**src/rtl/adc_spi_sampler.sv**
```systemverilog
// adc_spi_sampler: SPI mode-3 master that repeatedly reads a 16-bit ADC word.
// A channel command goes out MSB first on adc_mosi while the reply is shifted in.
// One shared down-counter times every FSM state.
// Every output is driven from a flop.
module adc_spi_sampler #(
  parameter int CLK_DIV   = 4,
  parameter int GAP       = 8,
  parameter int FLAG_HOLD = 4
) (
  input  logic        clk,
  input  logic        reset_n,
  input  logic        enable,
  input  logic [3:0]  ch,
  input  logic        adc_miso,
  output logic        adc_cs_n,
  output logic        adc_sclk,
  output logic        adc_mosi,
  output logic [15:0] ADC_data,
  output logic        flag,
  output logic        busy
);

  typedef enum logic [2:0] {IDLE, SETUP, SHIFT, HOLD, DONE} state_e;

  localparam logic [7:0] DIV_LOAD  = 8'(CLK_DIV - 1);
  localparam logic [7:0] GAP_LOAD  = 8'(GAP - 1);
  localparam logic [7:0] FLAG_LOAD = 8'(FLAG_HOLD - 1);

  state_e      state_q, state_d;
  logic [7:0]  cnt_q, cnt_d;
  logic [3:0]  bit_q, bit_d;
  logic        hi_q, hi_d;
  logic [3:0]  chLat_q, chLat_d;
  logic [15:0] rx_q, rx_d;
  logic [15:0] data_q, data_d;
  logic        csN_q, csN_d;
  logic        sclk_q, sclk_d;
  logic        mosi_q, mosi_d;
  logic        flag_q, flag_d;
  logic        busy_q, busy_d;
  logic [15:0] cmd;

  assign cmd = {2'b00, chLat_q, 10'b0};

  // Next-state, counter reload and registered-output decode for the whole frame sequence
  always_comb begin
    state_d = state_q;
    cnt_d   = cnt_q;
    bit_d   = bit_q;
    hi_d    = hi_q;
    chLat_d = chLat_q;
    rx_d    = rx_q;
    data_d  = data_q;
    mosi_d  = mosi_q;

    if (cnt_q != 8'd0) begin
      cnt_d = cnt_q - 8'd1;
    end

    case (state_q)
      IDLE: begin
        if (cnt_q == 8'd0 && enable) begin
          state_d = SETUP;
          cnt_d   = DIV_LOAD;
          chLat_d = ch;
          // The command MSB is a fixed zero, whatever the channel
          mosi_d  = 1'b0;
        end
      end
      SETUP: begin
        if (cnt_q == 8'd0) begin
          state_d = SHIFT;
          cnt_d   = DIV_LOAD;
          bit_d   = 4'd0;
          hi_d    = 1'b0;
          mosi_d  = cmd[15];
        end
      end
      SHIFT: begin
        if (cnt_q == 8'd0) begin
          cnt_d = DIV_LOAD;
          if (!hi_q) begin
            hi_d = 1'b1;
            rx_d = {rx_q[14:0], adc_miso};
          end else if (bit_q == 4'd15) begin
            state_d = HOLD;
          end else begin
            hi_d   = 1'b0;
            bit_d  = bit_q + 4'd1;
            mosi_d = cmd[4'd15 - bit_d];
          end
        end
      end
      HOLD: begin
        if (cnt_q == 8'd0) begin
          state_d = DONE;
          cnt_d   = FLAG_LOAD;
          data_d  = rx_q;
        end
      end
      DONE: begin
        if (cnt_q == 8'd0) begin
          state_d = IDLE;
          cnt_d   = GAP_LOAD;
        end
      end
      default: begin
        state_d = IDLE;
        cnt_d   = GAP_LOAD;
      end
    endcase

    csN_d  = (state_d == IDLE) || (state_d == DONE);
    sclk_d = !((state_d == SHIFT) && !hi_d);
    flag_d = (state_d == DONE);
    busy_d = (state_d != IDLE);
  end

  // State, counter, shift and output registers; reset aborts any frame in progress
  always_ff @(posedge clk or negedge reset_n) begin
    if (!reset_n) begin
      state_q <= IDLE;
      cnt_q   <= GAP_LOAD;
      bit_q   <= 4'd0;
      hi_q    <= 1'b0;
      chLat_q <= 4'd0;
      rx_q    <= 16'h0000;
      data_q  <= 16'h0000;
      csN_q   <= 1'b1;
      sclk_q  <= 1'b1;
      mosi_q  <= 1'b0;
      flag_q  <= 1'b0;
      busy_q  <= 1'b0;
    end else begin
      state_q <= state_d;
      cnt_q   <= cnt_d;
      bit_q   <= bit_d;
      hi_q    <= hi_d;
      chLat_q <= chLat_d;
      rx_q    <= rx_d;
      data_q  <= data_d;
      csN_q   <= csN_d;
      sclk_q  <= sclk_d;
      mosi_q  <= mosi_d;
      flag_q  <= flag_d;
      busy_q  <= busy_d;
    end
  end

  assign adc_cs_n = csN_q;
  assign adc_sclk = sclk_q;
  assign adc_mosi = mosi_q;
  assign ADC_data = data_q;
  assign flag     = flag_q;
  assign busy     = busy_q;

endmodule

```
**config.mk**
```make
export PLATFORM = sky130hd
export DESIGN_NAME = adc_spi_sampler
export DESIGN_NICKNAME = d
export VERILOG_FILES = /design/src/rtl/adc_spi_sampler.sv
export SDC_FILE = /design/constraint.sdc
export NUM_CORES = 1
export LEC_CHECK = 0
export ABC_AREA = 0
export CAP_MARGIN = 20
export CORE_MARGIN = 3
export CORE_UTILIZATION = 40
export DETAILED_ROUTE_END_ITERATION = 8
export DONT_BUFFER_PORTS = 1
export PLACE_DENSITY = 0.58
export RECOVER_POWER = 100
export SLEW_MARGIN = 20
export SYNTH_ARGS = -nofsm -noshare
export SYNTH_HDL_FRONTEND = slang
export SYNTH_SLANG_ARGS = --single-unit
```
**constraint.sdc**
```tcl
create_clock -name clk -period 2.7 [get_ports clk]
set_input_delay 0.405 -clock clk [delete_from_list [all_inputs] [get_ports clk]]
set_output_delay 0.405 -clock clk [all_outputs]
set_load 0.1 [all_outputs]
```
==> impl_metrics.ini <==
[placement]
hpwl_um = 3134
dpl_worst_slack_ps = 496.5
io_buffers = 0
gp_congestion = 0.7482

[clocking]
cts_sinks = 57
clock_latency_ps = 340
root_buffer = clkbuf_8
cts_made_buffers = 9
clk_pin_slew_ps = 60
cts_setup_buffers = 0
cts.path.max_buffers = 2
cts_tree = yes
htreeDepth = 3

[sta]
max-slew-margin-rel_pct = 10.05
fmax_mhz = 447.1
period_minus_slack_ps = 2237
hold_viol = 0
setup_viol_count_final = 0
rsz0062_at_grt = false
worst_hold_slack_ps = 214.6
finalCritPeriodShare_pct = 82.84
setup-tns-final_ps = 0
tightest_slew_ps = 1349
final.setup.worst_slack_ps = 463.2
skew_ps = 10.27
drv_slew = 0

[final_layout]
drive_above_1_share_pct = 20.98
final_common_cell = dfrtp_1
final_cell_mix = 52 x dfrtp_1, 19 x mux2_1, 19 x mux2_2
layout.nets = 230
area_growth_pct = 7.739
final_core_util_pct = 45.02
diodes = 0

[setup_path]
slowest_stage = or3_1
cp.required_ps = 2910
cpPeakStageDelay_ps = 720
cp_max_fo = 16
critPathCapture = rx_q[0]$_DFFE_PN0P_
r2r-end = rx_q[0]$_DFFE_PN0P_
path_cells = nor4_4 > nand3_1 > or3_1 > mux2_1
crit_path_start = cnt_q[3]$_DFF_PN0_
rr_worst_depth = 4
endpoint_kind = flop
crit_cells = 4
crit_path_start_kind = flop
crit_family = simple AND/OR/NAND/NOR gates
r2r_setup_slack_ps = 460
timing.rr.start = cnt_q[3]$_DFF_PN0_
cp.arrival_ps = 2450
crit_buf_inv = 0
crit_type = reg -> reg

[route]
routed_wl_um = 4791
via_per_inst = 5.415
drc = 0
vias = 1630
first_iter_violations = 100
drtPass1Iterations = 4
antenna_left = 0
wl_per_cell_um = 15.92

[synth]
syn-num-nets = 219
syn_inst = 208
synthXorXnorAreaFrac_pct = 1.632
synthMuxAreaShare_pct = 19.58
avgSynthCellArea_um2 = 12.90
synth_compound_area_share_pct = 8.485
yosys.area_share.adder_pct = 1.399
yosysWarnings = 0
ys_seq_area_share_pct = 53.38
synth_cell_types = 45
synth_top_family_by_area = multiplexers
synth-simple-area-share_pct = 11.24
synth-seq-cells = 57
syn-cell-area_um2 = 2684

[outcome]
outcome = completed

[global_route]
grt_max_degree = 58
grt_use_total_pct = 13.51
overflow = 0
first_global_vias = 1588
antenna_found_initial = 0
grt_pass1_wl_um = 7755

[die]
die_x_um = 87.91
start_util_pct = 41.79
die-area_um2 = 7728
die_h_um = 87.91
rows = 29
core_um2 = 6422
io_pins = 29

[run]
max_cap_viol_count = 0

[power]
power_leakage_nw = 1.365
peakVddDrop_v = 0.0004445
power.density_nw_per_um2 = 997.8

[worst_hold_path]
hold_path_class = in -> reg
hold_start = ch[1]
## state kept, by name, indices dropped and copies added, names as in the netlist
register,cells
hi_q,1
state_q,3
chLat_q,4
rx_q,16
ADC_data,16
cnt_q,8
bit_q,4
adc_sclk,1
adc_cs_n,1
busy,1
adc_mosi,1
flag,1
## worst min-delay path by stage
stage / to / slack, ps / cells past startpoint
after floorplan: ADC_data[0]$_DFFE_PN0P_ / 110 / 0
after global placement: ADC_data[11]$_DFFE_PN0P_ / 110 / 0
after detailed placement: ADC_data[10]$_DFFE_PN0P_ / 110 / 0
after CTS: chLat_q[3]$_DFFE_PN0P_ / 200 / 1
after global routing: chLat_q[2]$_DFFE_PN0P_ / 200 / 1
final: chLat_q[1]$_DFFE_PN0P_ / 210 / 1
## cell usage after synthesis
cell       n  share of area [%]
or3b_2     1               0.33
or3_1      2               0.47
nand3_1    3               0.56
xor2_1     4                1.3
mux2i_1    3                1.1
nor2_1    13                1.8
clkbuf_1   4               0.56
and2_1     1               0.23
nor4_4     1               0.79
a21oi_1    5               0.93
o41ai_1    1               0.33
buf_6      3                1.3
nand3_4    1               0.65
mux2_2    20                8.4
a41o_1     1               0.37
mux2_4    18                 10
and3_1     1               0.23
o22a_1     2               0.65
or4_2      1               0.33
xnor2_1    1               0.33
or4_1      1               0.28
nand2_1   11                1.5
dfrtp_1   52                 48
or2_2      2               0.47
and4_2     1               0.37
inv_1      7               0.98
o22ai_1    1               0.23
ha_1       3                1.4
a21o_1     1               0.28
a21boi_0   1               0.28
a31oi_1    4               0.93
o31ai_1    5                1.4
o32ai_1    1               0.33
o21ai_0    7                1.3
a31o_2     1               0.33
nand2b_1   3               0.70
buf_12     2                1.5
nor4bb_1   1               0.37
o211ai_1   2               0.56
dfstp_2    5                4.9
nor4b_1    1               0.33
nor2b_1    2               0.47
nand4_1    4               0.93
a22oi_1    2               0.56
nor3_1     2               0.37
## routing by layer
layer	wire, um	vias up	global-route usage [%]
li1	-	777	-
met1	2393	814	18.11
met2	2072	27	18.90
met3	236	12	5.644
met4	89	0	6.276
met5	0	-	0
## kinds of logic (layout without fill, tap and decap cells)
logic type,count (synthesis),in the layout
compound gates,34,34
fa+ha+maj,3,3
flops,57,57
buf+inv,16,32
xor+xnor,5,5
mux,41,41
simple gates,52,52
## worst reg2reg max path, cell delays in order (launching register included)
cell	delay, ps
dfrtp_1	420
nor4_4	270
nand3_1	270
or3_1	720
mux2_1	430
## final cells by class
type / count / area [um^2]
clock buffer: 13 / 158.9
tap: 77 / 96.34
inverter: 7 / 26.28
timing repair buffer: 9 / 57.56
sequential: 57 / 1433
clock inverter: 3 / 65.06
fill: 609 / 3531
multi-input combinational: 135 / 1055
## metrics by stage
step | instances | total power [mW] | cell area (um^2)
after detailed placement | 283 | 2.035 | 2744
after floorplan | 208 | 1.862 | 2684
after CTS | 301 | 2.963 | 3005
final | 301 | 2.885 | 2892
after global routing | 301 | 3.060 | 2892
after global placement | 283 | 2.019 | 2744
## where the power goes
part,leakage [nW],switching (mW),internal [mW]
clock network,0.114,0.324,0.569
logic,0.496,0.360,0.277
registers,0.756,0.332,1.02
## repair_timing
item	in CTS	in global routing
hold buffers	2	0
hold endpoints to repair	57	0
resized for setup	0	0
(Power assumes the default switching activity.)
